File: src/rtl/pc_fetch_ctrl.sv
// Program-counter sequencer and instruction-memory fetch handshake feeding the IF/ID register.
// Define PC_ALIGN_CHECK_EN to trap misaligned redirect targets; otherwise their low bits are masked.
module pc_fetch_ctrl #(
    parameter int unsigned           ADDR_WIDTH   = 32,
    parameter int unsigned           DATA_WIDTH   = 32,
    parameter logic [ADDR_WIDTH-1:0] RESET_VECTOR = '0
) (
    input  logic                  clock,
    input  logic                  reset,
    input  logic                  stall_req,
    input  logic                  branch_flag,
    input  logic [ADDR_WIDTH-1:0] branch_target,
    input  logic                  flush_flag,
    input  logic [ADDR_WIDTH-1:0] flush_target,
    output logic                  inst_req,
    output logic [ADDR_WIDTH-1:0] inst_addr,
    input  logic                  inst_ack,
    input  logic [DATA_WIDTH-1:0] inst_rdata,
    output logic                  chip_enable,
    output logic [DATA_WIDTH-1:0] inst_out,
    output logic [ADDR_WIDTH-1:0] inst_pc_out,
    output logic                  inst_valid,
    output logic                  misalign_fault,
    output logic [ADDR_WIDTH-1:0] fault_addr
);

    typedef enum logic [1:0] {IDLE = 2'd0, REQ = 2'd1, HOLD = 2'd2} state_t;

    state_t                  state_q, state_d;
    logic [ADDR_WIDTH-1:0]   addr_q, addr_d;
    logic                    chip_en_q, chip_en_d;
    logic [DATA_WIDTH-1:0]   out_q, out_d;
    logic [ADDR_WIDTH-1:0]   pc_q, pc_d;
    logic                    valid_q, valid_d;
    logic                    pend_q, pend_d;
    logic                    pend_flush_q, pend_flush_d;
    logic [ADDR_WIDTH-1:0]   pend_tgt_q, pend_tgt_d;
    logic [DATA_WIDTH-1:0]   skid_data_q, skid_data_d;
    logic [ADDR_WIDTH-1:0]   skid_pc_q, skid_pc_d;
    logic                    fault_q, fault_d;
    logic [ADDR_WIDTH-1:0]   fault_addr_q, fault_addr_d;
    logic                    lock_q, lock_d;

    logic                    redir;
    logic [ADDR_WIDTH-1:0]   tgt;
    logic                    misaligned;
    logic                    deliver;
    logic [DATA_WIDTH-1:0]   deliv_data;
    logic [ADDR_WIDTH-1:0]   deliv_pc;

    // NOTE: sequential state uses non-blocking assignments so every register samples pre-edge values.
    always_ff @(posedge clock or posedge reset) begin
        if (reset) begin
            state_q      <= IDLE;
            addr_q       <= RESET_VECTOR;
            chip_en_q    <= 1'b0;
            out_q        <= '0;
            pc_q         <= '0;
            valid_q      <= 1'b0;
            pend_q       <= 1'b0;
            pend_flush_q <= 1'b0;
            pend_tgt_q   <= '0;
            skid_data_q  <= '0;
            skid_pc_q    <= '0;
            fault_q      <= 1'b0;
            fault_addr_q <= '0;
            lock_q       <= 1'b0;
        end else begin
            state_q      <= state_d;
            addr_q       <= addr_d;
            chip_en_q    <= chip_en_d;
            out_q        <= out_d;
            pc_q         <= pc_d;
            valid_q      <= valid_d;
            pend_q       <= pend_d;
            pend_flush_q <= pend_flush_d;
            pend_tgt_q   <= pend_tgt_d;
            skid_data_q  <= skid_data_d;
            skid_pc_q    <= skid_pc_d;
            fault_q      <= fault_d;
            fault_addr_q <= fault_addr_d;
            lock_q       <= lock_d;
        end
    end

    // NOTE: every signal gets a default first so no path through the case can infer a latch.
    always_comb begin
        state_d      = state_q;
        addr_d       = addr_q;
        chip_en_d    = chip_en_q;
        out_d        = out_q;
        pc_d         = pc_q;
        valid_d      = valid_q;
        pend_d       = pend_q;
        pend_flush_d = pend_flush_q;
        pend_tgt_d   = pend_tgt_q;
        skid_data_d  = skid_data_q;
        skid_pc_d    = skid_pc_q;
        fault_d      = 1'b0;
        fault_addr_d = fault_addr_q;
        lock_d       = lock_q;
        deliver      = 1'b0;
        deliv_data   = '0;
        deliv_pc     = '0;
        misaligned   = 1'b0;

        redir = flush_flag || branch_flag;
        tgt   = flush_flag ? flush_target : branch_target;
`ifdef PC_ALIGN_CHECK_EN
        misaligned = redir && (tgt[1:0] != 2'b00);
`else
        tgt[1:0] = 2'b00;
`endif

        // A trapped target parks the fetcher; while locked only a flush is honoured.
        if (misaligned && (!lock_q || flush_flag)) begin
            fault_d      = 1'b1;
            fault_addr_d = tgt;
            state_d      = HOLD;
            lock_d       = 1'b1;
            chip_en_d    = 1'b1;
            pend_d       = 1'b0;
            skid_data_d  = '0;
            skid_pc_d    = '0;
        end else begin
            unique case (state_q)
                IDLE: begin
                    chip_en_d = 1'b1;
                    state_d   = REQ;
                    if (redir) addr_d = tgt;
                end
                REQ: begin
                    if (inst_ack) begin
                        if (redir) begin
                            addr_d = tgt;
                            pend_d = 1'b0;
                        end else if (pend_q) begin
                            addr_d = pend_tgt_q;
                            pend_d = 1'b0;
                        end else if (stall_req) begin
                            skid_data_d = inst_rdata;
                            skid_pc_d   = addr_q;
                            state_d     = HOLD;
                        end else begin
                            deliver    = 1'b1;
                            deliv_data = inst_rdata;
                            deliv_pc   = addr_q;
                            addr_d     = addr_q + ADDR_WIDTH'(4);
                        end
                    end else if (redir && (flush_flag || !pend_q || !pend_flush_q)) begin
                        pend_d       = 1'b1;
                        pend_flush_d = flush_flag;
                        pend_tgt_d   = tgt;
                    end
                end
                HOLD: begin
                    if (lock_q ? flush_flag : redir) begin
                        addr_d      = tgt;
                        lock_d      = 1'b0;
                        skid_data_d = '0;
                        skid_pc_d   = '0;
                        state_d     = REQ;
                    end else if (!lock_q && !stall_req) begin
                        deliver    = 1'b1;
                        deliv_data = skid_data_q;
                        deliv_pc   = skid_pc_q;
                        addr_d     = addr_q + ADDR_WIDTH'(4);
                        state_d    = REQ;
                    end
                end
                default: state_d = IDLE;
            endcase
        end

        // Flush kills the IF/ID slot even under stall; otherwise a stall freezes it.
        if (flush_flag) begin
            valid_d = 1'b0;
        end else if (!stall_req) begin
            valid_d = deliver;
            if (deliver) begin
                out_d = deliv_data;
                pc_d  = deliv_pc;
            end
        end
    end

    always_comb begin
        inst_req = (state_q == REQ);
    end

    assign inst_addr      = addr_q;
    assign chip_enable    = chip_en_q;
    assign inst_out       = out_q;
    assign inst_pc_out    = pc_q;
    assign inst_valid     = valid_q;
    assign misalign_fault = fault_q;
    assign fault_addr     = fault_addr_q;

endmodule

File: config.mk
export PLATFORM = sky130hd
export DESIGN_NAME = pc_fetch_ctrl
export DESIGN_NICKNAME = d
export VERILOG_FILES = /design/src/rtl/pc_fetch_ctrl.sv
export SDC_FILE = /design/constraint.sdc
export NUM_CORES = 1
export LEC_CHECK = 0
export CORE_MARGIN = 2
export CORE_UTILIZATION = 45
export DETAILED_ROUTE_END_ITERATION = 10
export PLACE_DENSITY = 0.73
export SLEW_MARGIN = 10
export SYNTH_ARGS = -nofsm -noshare
export SYNTH_HDL_FRONTEND = slang
export SYNTH_SLANG_ARGS = --single-unit
File: constraint.sdc
create_clock -name clock -period 6.74 [get_ports clock]
set_input_delay 1.348 -clock clock [delete_from_list [all_inputs] [get_ports clock]]
set_output_delay 1.348 -clock clock [all_outputs]
set_load 0.005 [all_outputs]
* After elaboration in Yosys (flattened, before gate mapping)
Index checks and enable logic that the tools add are counted.
** Storage, ports and cells
- Bits in registers :: 196
- Bits of input ports :: 102
- Output and inout port bits :: 132
- Word-level logic and storage cells :: 91
** Cells by class
- $add $sub $neg :: 1
- Equality and inequality tests :: 11
- Muxes and demuxes :: 48
- Bitwise logic cells :: 3
- Reduce and logical (&&, ||, !) cells :: 17
** Operators with widths (number)
- 2-to-1 mux 32 bit :: 26
- case mux 32 bit (2 select lines) :: 4
- case mux 32 bit (3 select lines) :: 1
- adder 32 x 3 -> 32 bit, second input constant :: 1
- 2-to-1 mux 2 bit :: 6
- inequality test 2 bit, second input constant :: 5
- AND reduction 5 bit :: 2
- 2-to-1 mux 1 bit :: 9
- case mux 2 bit (3 select lines) :: 1
- AND reduction 3 bit :: 2
- AND reduction 6 bit :: 1
- inequality test 2 x 1 -> 1 bit, second input constant :: 2
- inequality test 4 x 2 -> 1 bit, second input constant :: 1
- nonzero test 2 bit :: 2
- logical NOT 1 bit :: 3
- logical OR 1 bit :: 3
- inequality test 3 bit, second input constant :: 1
- inverter 1 bit :: 3
- nonzero test 3 bit :: 1
- equality test 2 x 1 -> 1 bit, second input constant :: 1
- equality test 2 bit, second input constant :: 1
- logical NOT 2 bit :: 1
- case mux 1 bit (2 select lines) :: 1
- AND reduction 2 bit :: 1
- logical AND 1 bit :: 1

* Logic depth before layout (Yosys ltp)
Gate-level depths: netlist of run 1.
- Depth in word-level cells :: 7
- Depth in mapped cells :: 11
- Mapped depth without buffers :: 7

* Worst setup path before layout of run 1
No wires, ideal clock.
- Path type :: in2reg
- Start :: input port flush_flag
- End :: register out_q[10] (netlist: inst_out[10])
- Library setup time :: 0.134 ns
- Data arrival time :: 2.833 ns
- Data required time :: 6.606 ns
- Path slack :: 3.772 ns
- Stages :: 8
- Buffers on the path :: 3
- Cells stage by stage :: buf_2 -> or3b_2 -> nor2_1 -> o21ai_1 -> buf_2 -> clkbuf_1 -> nand2_1 -> o21ai_0
** On the way
- Cells in the longest elaborated chain, start to end :: 5
- Elaborated cells between the ends (all ways) :: 11
- Those cells by class :: mux (8); bitwise (1); reduce/logical (2)
** RTL lines
- start, declared :: line 13 : input logic flush_flag,
- logical OR 1 bit :: line 107 : redir = flush_flag || branch_flag;
- 2-to-1 mux 1 bit :: line 134 : if (redir) begin
- 2-to-1 mux 1 bit :: line 133 : if (inst_ack) begin
- case mux 1 bit (2 select lines) :: line 126 : unique case (state_q)
- AND reduction 3 bit (no line)
- end signal, assigned :: line 72 : out_q <= out_d;
- end, declared :: line 32 : logic [DATA_WIDTH-1:0] out_q, out_d;
Parallel ways exist; a longest one is shown, timed or not.
A chain may end at the register's enable or synchronous reset.

* Worst setup path after layout of run 1
- Start :: input port branch_flag
- End :: register skid_data_q[24]
** On the way
- Cells in the longest elaborated chain, start to end :: 3
- Elaborated cells between the ends (all ways) :: 4
- Those cells by class :: eq/ne (2); reduce/logical (2)
** RTL lines
- start, declared :: line 11 : input logic branch_flag,
- logical OR 1 bit (*) :: line 107
- inequality test 2 bit (no line)
- AND reduction 6 bit (no line) (*)
- end signal, assigned :: line 78 : skid_data_q <= skid_data_d;
- end, declared :: line 38 : logic [DATA_WIDTH-1:0] skid_data_q, skid_data_d;
Mark *: on every way between the ends. The rest lies on a longest branch, timed or not.

==> run metrics, run 1 <==
result of the run finished, final reports clean; total number of clock tree sinks 192; CP Max Fanout 63; pin count of the biggest net entering global routing 145; count of inserted antenna diode cells 0; synth warn 0; data arrival time of the critical path 5.00 ns; net count of the finished layout between 1000 and 1500; final estimated routing congestion in global placement approximately 0.89; total DRC errors in the routed layout 0; count of hold-fix buffers inserted at cts 0; WS Path Type in2reg; final instance area 12170 um^2; count of flip-flops with a built-in enable after synthesis 0; leakage power between 5 and 6 nW; area fraction in compound gates after synthesis 25.78%; cell area after synthesis around 10000 um^2; Post-Synthesis Cells about 1000; number of cells on the worst reg-to-reg path 8; effective utilization at floorplan ~46%; maximum operating frequency around 220 MHz; mean instance size in the synthesized netlist 9.659 um^2; maximum count of clock buffers along a single path 2; Levels on crit path 7; maximum resistive drop on vdd between 0.15 and 0.2 mV; Post-synth top flop sky130_fd_sc_hd__dfrtp_1; global route overflow 0; first element of the critical path branch_flag; worst max-slew margin expressed relative to the limit 24.16%; FF+latch count, synth ~190; gr usage total 24.24%; post-route minimum period between 4 and 5 ns; number of antenna violations at the first check in global routing 0; Clock Tree Root sky130_fd_sc_hd__clkbuf_16; fraction of the mapped netlist area in simple logic gates roughly an eighth; worst clock skew approximately 0.018 ns; buffers added on ports roughly 190; number of different library cells in the post-synthesis netlist just over 70; placed cell areas ~12000 um^2; classification of the worst-slack hold path reg2reg; startpoint of the lowest-slack register-to-register path state_q[1]$_DFFE_PP0P_; clock insertion delay at the later pin of the skew report roughly 0.44 ns; final setup violating endpoints 0; maximum capacitance violations 0; top-level I/O count 234; buffering stage count on the worst path with inverters included 3; Max Slew Vio Count 0; Die ar. ~23000 um^2; Fin. Hold Viols 0; cell at the slowest stage of the critical path sky130_fd_sc_hd__nor2_1; growth of design area from synthesis to finish 25.28%; combinational family with the most area after synthesis compound AO/OA/AOI/OAI gates; iteration count of the initial detailed-routing pass 6; overall die width 150.9 um; num rows 53; asr flop ratio synth between 90% and 100%; setup repair after global routing missed its margin no; core area 21090 um^2; layout cell share with drive strength beyond 1 about 5.5%; share of synthesized area spent on multiplexers 3.090%; Iteration-0 DRC Markers roughly 740; clock slew at the register clock pins of the worst setup and hold paths about 0.07 ns; WL final 27160 um; cell repeated most along the worst path sky130_fd_sc_hd__buf_4; detailed placer's ending HPWL around 18000 um; share of the synthesized area in the top cell type between 40% and 50%; via count of the routed design about 8400; Worst setup SP type input pin; capture point of the critical path skid_data_q[24]$_DFFE_PP0P_; Crit path required time approximately 7.1 ns; Antenna Nets Post-Route 0; adder and majority cell fraction of the synthesized area less than 1%; category of cells accounting for the largest share of critical-path delay buffers and inverters; wire length of the first global-routing pass around 44000 um; die extent in y between 150 and 200 um; main area contributors after synthesis sky130_fd_sc_hd__dfrtp_1, sky130_fd_sc_hd__o21ai_0, sky130_fd_sc_hd__a22o_1; terminus of the critical flop-to-flop path skid_data_q[24]$_DFFE_PP0P_; Crit. End Element register; Setup Buffers After CTS 0; setup TNS 0 ns; average vias per placed instance ~5.9; Power, Total about 4.2 mW; CTS resizes 0; Worst path max stage delay around 0.82 ns; Inserted Clock Buffers 17; worst setup slack for register-to-register paths approximately 3.1 ns; WL/cell ~19 um; maximum level of the CTS H-tree 4; pin slew with the least headroom to its limit 1.122 ns; xor/xnor share of the synthesized area under 10%; CTS tree done; worst path cell trace clkdlybuf4s50_1, nor2_1, and2_2, buf_4, nor3b_2, buf_4, a22o_1; cell type with the highest aggregate area in the netlist sky130_fd_sc_hd__dfrtp_1; sequential area share after synthesis between 40% and 50%; portion of the clock cycle consumed by the worst path in the final layout 68.79%; vias in the first global route just over 8000; P per Cell Area about 350 nW/um^2
==> worst min path at each step <==
stage | start | to | slack, ns | cells past startpoint
after CTS | chip_enable$_DFFE_PP0P_ | chip_enable$_DFFE_PP0P_ | 0.47 | 1
after floorplan | pend_flush_q$_DFFE_PP0P_ | pend_flush_q$_DFFE_PP0P_ | 0.44 | 2
after global routing | chip_enable$_DFFE_PP0P_ | chip_enable$_DFFE_PP0P_ | 0.48 | 1
final | chip_enable$_DFFE_PP0P_ | chip_enable$_DFFE_PP0P_ | 0.46 | 1
after global placement | chip_enable$_DFFE_PP0P_ | chip_enable$_DFFE_PP0P_ | 0.45 | 1
after detailed placement | chip_enable$_DFFE_PP0P_ | chip_enable$_DFFE_PP0P_ | 0.45 | 1
==> synth_stat cells (7+ instances only) <==
| library cell | number |
|---|---|
| sky130_fd_sc_hd__xnor2_1 | 10 |
| sky130_fd_sc_hd__inv_1 | 18 |
| sky130_fd_sc_hd__a21oi_1 | 19 |
| sky130_fd_sc_hd__nand2_1 | 136 |
| sky130_fd_sc_hd__o221ai_1 | 9 |
| sky130_fd_sc_hd__o31ai_1 | 8 |
| sky130_fd_sc_hd__o21ai_0 | 118 |
| sky130_fd_sc_hd__buf_2 | 22 |
| sky130_fd_sc_hd__nand3_1 | 16 |
| sky130_fd_sc_hd__nor2_1 | 30 |
| sky130_fd_sc_hd__dfrtp_1 | 192 |
| sky130_fd_sc_hd__a22oi_1 | 63 |
| sky130_fd_sc_hd__buf_4 | 38 |
| sky130_fd_sc_hd__nor4_1 | 12 |
| sky130_fd_sc_hd__clkbuf_1 | 60 |
| sky130_fd_sc_hd__nand4_1 | 7 |
| sky130_fd_sc_hd__nor3_1 | 20 |
| sky130_fd_sc_hd__mux2i_1 | 30 |
| sky130_fd_sc_hd__a22o_1 | 62 |
==> metrics by stage <==
step / utilization [%] / instances / setup WS (ns) / hold slack [ns]
5_1_grt: 57.73 / 1425 / 1.928 / 0.4790
3_5_place_dp: 55.01 / 1393 / 1.756 / 0.4495
2_1_floorplan: - / 1040 / 0.1648 / 0.4444
6_report: 57.73 / 1425 / 2.104 / 0.4619
3_3_place_gp: 55.01 / 1393 / 1.807 / 0.4539
4_1_cts: 57.73 / 1425 / 2.203 / 0.4651
==> state kept, by name (all words and copies together) (netlist names) <==
name / flops
inst_valid: 1
pend_q: 1
inst_pc_out: 31
inst_addr: 30
inst_out: 32
pend_flush_q: 1
skid_data_q: 32
pend_tgt_q: 30
state_q: 2
chip_enable: 1
skid_pc_q: 31
==> cell families (layout without fill, tap and decap cells) <==
kind of cell	count (synthesis)	count (layout)
AOI/OAI and AO/OA	360	360
and+or+nand+nor	261	261
DFF	192	192
buffers and inverters	144	254
muxes	30	30
xor gates and xnor gates	13	13
adders and majority gates	5	5
other	1	35
==> area by class of cell <==
type                            instances  area, um^2
Clock buffer                           17       425.4
Clock inverter                         15       146.4
Fill cell                            1849        8915
Inverter                               18       75.07
Multi-Input combinational cell        704        4365
Sequential cell                       192        4805
Tap cell                              275       344.1
Timing Repair Buffer                  204        2012
==> metal layers <==
metal	global-route usage, %	part of all wire [%]	vias to the layer above
met4	6.682	1.3	0
met2	37.25	46	406
li1	-	-	3894
met5	0	0	-
met1	35.36	45	4079
met3	4.428	7.3	30
==> power by group <==
part           switching (mW)  internal, mW
clock                   0.497         0.493
combinational           0.688         0.639
sequential              0.406          1.48
==> placed cells by master (no fill, tap or decap), drive strengths merged, types with 6 or more instances in the layout <==
cell type        n
clkdlybuf4s50  193
o21ai          123
or2              6
mux2i           30
nand4            8
a31oi            6
and2             6
clkbuf          17
a22o            62
nand2          136
nor4            13
o21a             6
nand3           16
dfrtp          192
o31ai            8
nor2            30
a22oi           63
nor3            20
a21oi           20
conb            35
a21boi           6
o221ai           9
xnor2           10
clkinv           6
inv             26
buf             11
(Power assumes the default switching activity.)
==> run 2: changes to the inputs <==
--- a/config.mk
+++ b/config.mk
@@ -6,9 +6,9 @@
 export NUM_CORES = 1
 export LEC_CHECK = 0
 export CORE_MARGIN = 2
-export CORE_UTILIZATION = 45
+export CORE_UTILIZATION = 50
 export DETAILED_ROUTE_END_ITERATION = 10
-export PLACE_DENSITY = 0.73
+export PLACE_DENSITY = 0.77
 export SLEW_MARGIN = 10
 export SYNTH_ARGS = -nofsm -noshare
 export SYNTH_HDL_FRONTEND = slang
==> constraint.sdc (replaced) <==
create_clock -name clock -period 4.7 [get_ports clock]
set_input_delay 0.94 -clock clock [delete_from_list [all_inputs] [get_ports clock]]
set_output_delay 0.94 -clock clock [all_outputs]
set_load 0.005 [all_outputs]
==> run 2 against run 1 <==
Total power grew 45%. Clock skew shrank 0.0027 ns. Global-route usage increased by 1.9 points. Via count rose by 0.80%. Core utilization increased by 7.2 points. Critical path type is now reg2reg. Critical endpoint is now inst_addr[27]$_DFFE_PP0P_.
==> run metrics, run 2 (synthesis gave the netlist of run 1 again) <==
relative contribution of combinational cells to total power 32.1% (+0.6 points); buffers added on ports 194 (unchanged); post-route minimum period 3.168 ns; via count of the routed design 8476 (+0.80%); Crit. End Element register; total DRC errors in the routed layout 0 (unchanged); worst path cell trace inv_1, ha_1, o21ai_0, o21ai_1, o221ai_1, a222oi_1; vias in the first global route 7897 (-3.0%); switching share of total power 37.01% (-0.83 points); Worst setup SP type register; number of cells on the worst reg-to-reg path 6 (-2); WL/cell 18.77 um (-1.5%); Worst path max stage delay 0.79 ns (-0.03 ns); result of the run finished, final reports clean; number of antenna violations at the first check in global routing 0 (unchanged); hold path depth 2 (+1); maximum capacitance violations 0 (unchanged); fraction of power consumed by sequential logic 44.3% (-0.6 points); clock slew at the register clock pins of the worst setup and hold paths 0.07 ns (about the same); WS Path Type reg2reg; Iteration-0 DRC Markers 867 (+17%); non-filler cells, final 1421 (-0.28%); pin count of the biggest net entering global routing 118 (-19%); total number of clock tree sinks 192 (unchanged); cell at the slowest stage of the critical path sky130_fd_sc_hd__o21ai_1; worst clock skew 0.01506 ns (-0.002722 ns); proportion of power drawn by the clock network 23.6% (about the same); count of inserted antenna diode cells 0 (unchanged); final instance area 12280 um^2 (+0.84%); final setup violating endpoints 0 (unchanged); Fin. Hold Viols 0 (unchanged); maximum level of the CTS H-tree 4 (unchanged); pin slew with the least headroom to its limit 1.069 ns (-0.05295 ns); Crit path required time 5.03 ns (-2.07 ns); category of cells accounting for the largest share of critical-path delay compound AO/OA/AOI/OAI gates; Max Slew Vio Count 0 (unchanged); WL final 26670 um (-1.8%); detailed placer's ending HPWL 17340 um (-1.3%); core area 18890 um^2 (-10%); maximum count of clock buffers along a single path 2 (unchanged); setup TNS 0 ns (unchanged); least setup slack across all paths after layout 1.532 ns (-0.5719 ns); placed cell areas 11700 um^2 (+0.87%); num rows 50 (-5.7%); maximum operating frequency 315.6 MHz; classification of the worst-slack hold path reg2reg; net count of the finished layout 1255 (+0.88%); Placed Cells 1389 (-0.29%); Setup Buffers After CTS 0 (unchanged); maximum resistive drop on vdd 0.3538 mV (+93%); most common cell after layout, fill and taps aside sky130_fd_sc_hd__clkdlybuf4s50_1; CTS resizes 0 (unchanged); count of hold-fix buffers inserted at cts 0 (unchanged); die extent in y 143.4 um (-5.0%); clock insertion delay at the later pin of the skew report 0.44 ns (about the same); Levels on crit path 6 (-1); layout cell share with drive strength beyond 1 6.202% (+0.72 points); overall die width 143.4 um (-5.0%); P per Cell Area 495.6 nW/um^2 (+43%); worst max-slew margin expressed relative to the limit 28.49% (+4.3 points); average vias per placed instance 5.965 (+1.1%); Inserted Clock Buffers 17 (unchanged); Internal Power 3.832 mW (+47%); leakage power 5.135 nW (+1.3%); filler instances 1564 (-15%); CTS tree done; final estimated routing congestion in global placement 0.8773 (-0.91%); iteration count of the initial detailed-routing pass 7 (+1); growth of design area from synthesis to finish 26.33%; Die ar. 20570 um^2 (-9.7%); portion of the clock cycle consumed by the worst path in the final layout 67.41%; data arrival time of the critical path 3.50 ns (-1.50 ns); Sw Pwr 2.251 mW (+41%); top-level I/O count 234 (unchanged); post-route core utilization 64.97% (+7.2 points); effective utilization at floorplan 51.43% (+5.4 points); CP Max Fanout 19 (-70%); gr usage total 26.16% (+1.9 points); Clock Tree Root sky130_fd_sc_hd__clkbuf_16; highest-count cells in the layout ignoring fill and taps sky130_fd_sc_hd__clkdlybuf4s50_1, sky130_fd_sc_hd__dfrtp_1, sky130_fd_sc_hd__nand2_1; Antenna Nets Post-Route 0 (unchanged); global route overflow 0 (unchanged); wire length of the first global-routing pass 42580 um (-2.4%); setup repair after global routing missed its margin no; pre-CTS setup slack 1.204 ns (-0.5518 ns); buffering stage count on the worst path with inverters included 1 (-2)
## run 2: changes by cell type in the layout (fill, tap and decap cells not counted), moves of 2 or more
cell,before,now
sky130_fd_sc_hd__buf_12,0,4
sky130_fd_sc_hd__clkinv_8,2,0
sky130_fd_sc_hd__buf_4,10,17
sky130_fd_sc_hd__clkinvlp_4,1,3
## run 2: metal layers
metal / wire length [um] / global-route usage, % / vias to the layer above / share of wire, %
li1: - / - / 3915 / -
met2: 12300 / 40.50 / 395 / 46
met1: 11940 / 38.54 / 4122 / 45
met5: 0 / 0 / - / 0
met4: 467 / 7.379 / 0 / 1.8
met3: 1962 / 3.765 / 44 / 7.4
## run 2: cell type report
class / count / area (um^2) / share of cell area (%)
Sequential cell: 192 / 4805 / 39.14
Multi-Input combinational cell: 704 / 4357 / 35.49
Timing Repair Buffer: 215 / 2145 / 17.47
Clock buffer: 17 / 425.4 / 3.466
Tap cell: 260 / 325.3 / 2.650
Clock inverter: 15 / 147.6 / 1.203
Inverter: 18 / 71.32 / 0.5810
## run 2: final timing paths
path,startpoint,endpoint,slack (ns)
max,state_q[0]$_DFFE_PP0P_,inst_addr[27]$_DFFE_PP0P_,1.53
min,inst_pc_out[7]$_DFFE_PP0P_,inst_pc_out[7]$_DFFE_PP0P_,0.48
max reg2reg,state_q[0]$_DFFE_PP0P_,inst_addr[27]$_DFFE_PP0P_,1.53
min reg2reg,inst_pc_out[7]$_DFFE_PP0P_,inst_pc_out[7]$_DFFE_PP0P_,0.48
max in group asynchronous,reset,inst_pc_out[2]$_DFFE_PP0P_,3.14
min in group asynchronous,reset,skid_data_q[29]$_DFFE_PP0P_,1.00
## run 2: metrics by stage
step | hold WS, ns | total power [mW]
final | 0.4768 | 6.084
after floorplan | 0.4444 | 3.790
after global placement | 0.4571 | 4.562
after detailed placement | 0.4686 | 4.625
after global routing | 0.5036 | 6.415
after CTS | 0.4845 | 6.068
## run 2: power by group through the flow
stage / Clock (mW) / Sequential [mW] / Combinational [mW]
after global routing: 1.52 / 2.76 / 2.13
after global placement: 0 / 2.68 / 1.88
after CTS: 1.45 / 2.67 / 1.94
after floorplan: 0 / 2.47 / 1.32
after detailed placement: 0 / 2.70 / 1.92
final: 1.43 / 2.69 / 1.95
## run 2: worst reg2reg max path: stages (launching register included)
cell	delay, ns
sky130_fd_sc_hd__dfrtp_1	0.42
sky130_fd_sc_hd__inv_1	0.10
sky130_fd_sc_hd__ha_1	0.69
sky130_fd_sc_hd__o21ai_0	0.42
sky130_fd_sc_hd__o21ai_1	0.80
sky130_fd_sc_hd__o221ai_1	0.28
sky130_fd_sc_hd__a222oi_1	0.37
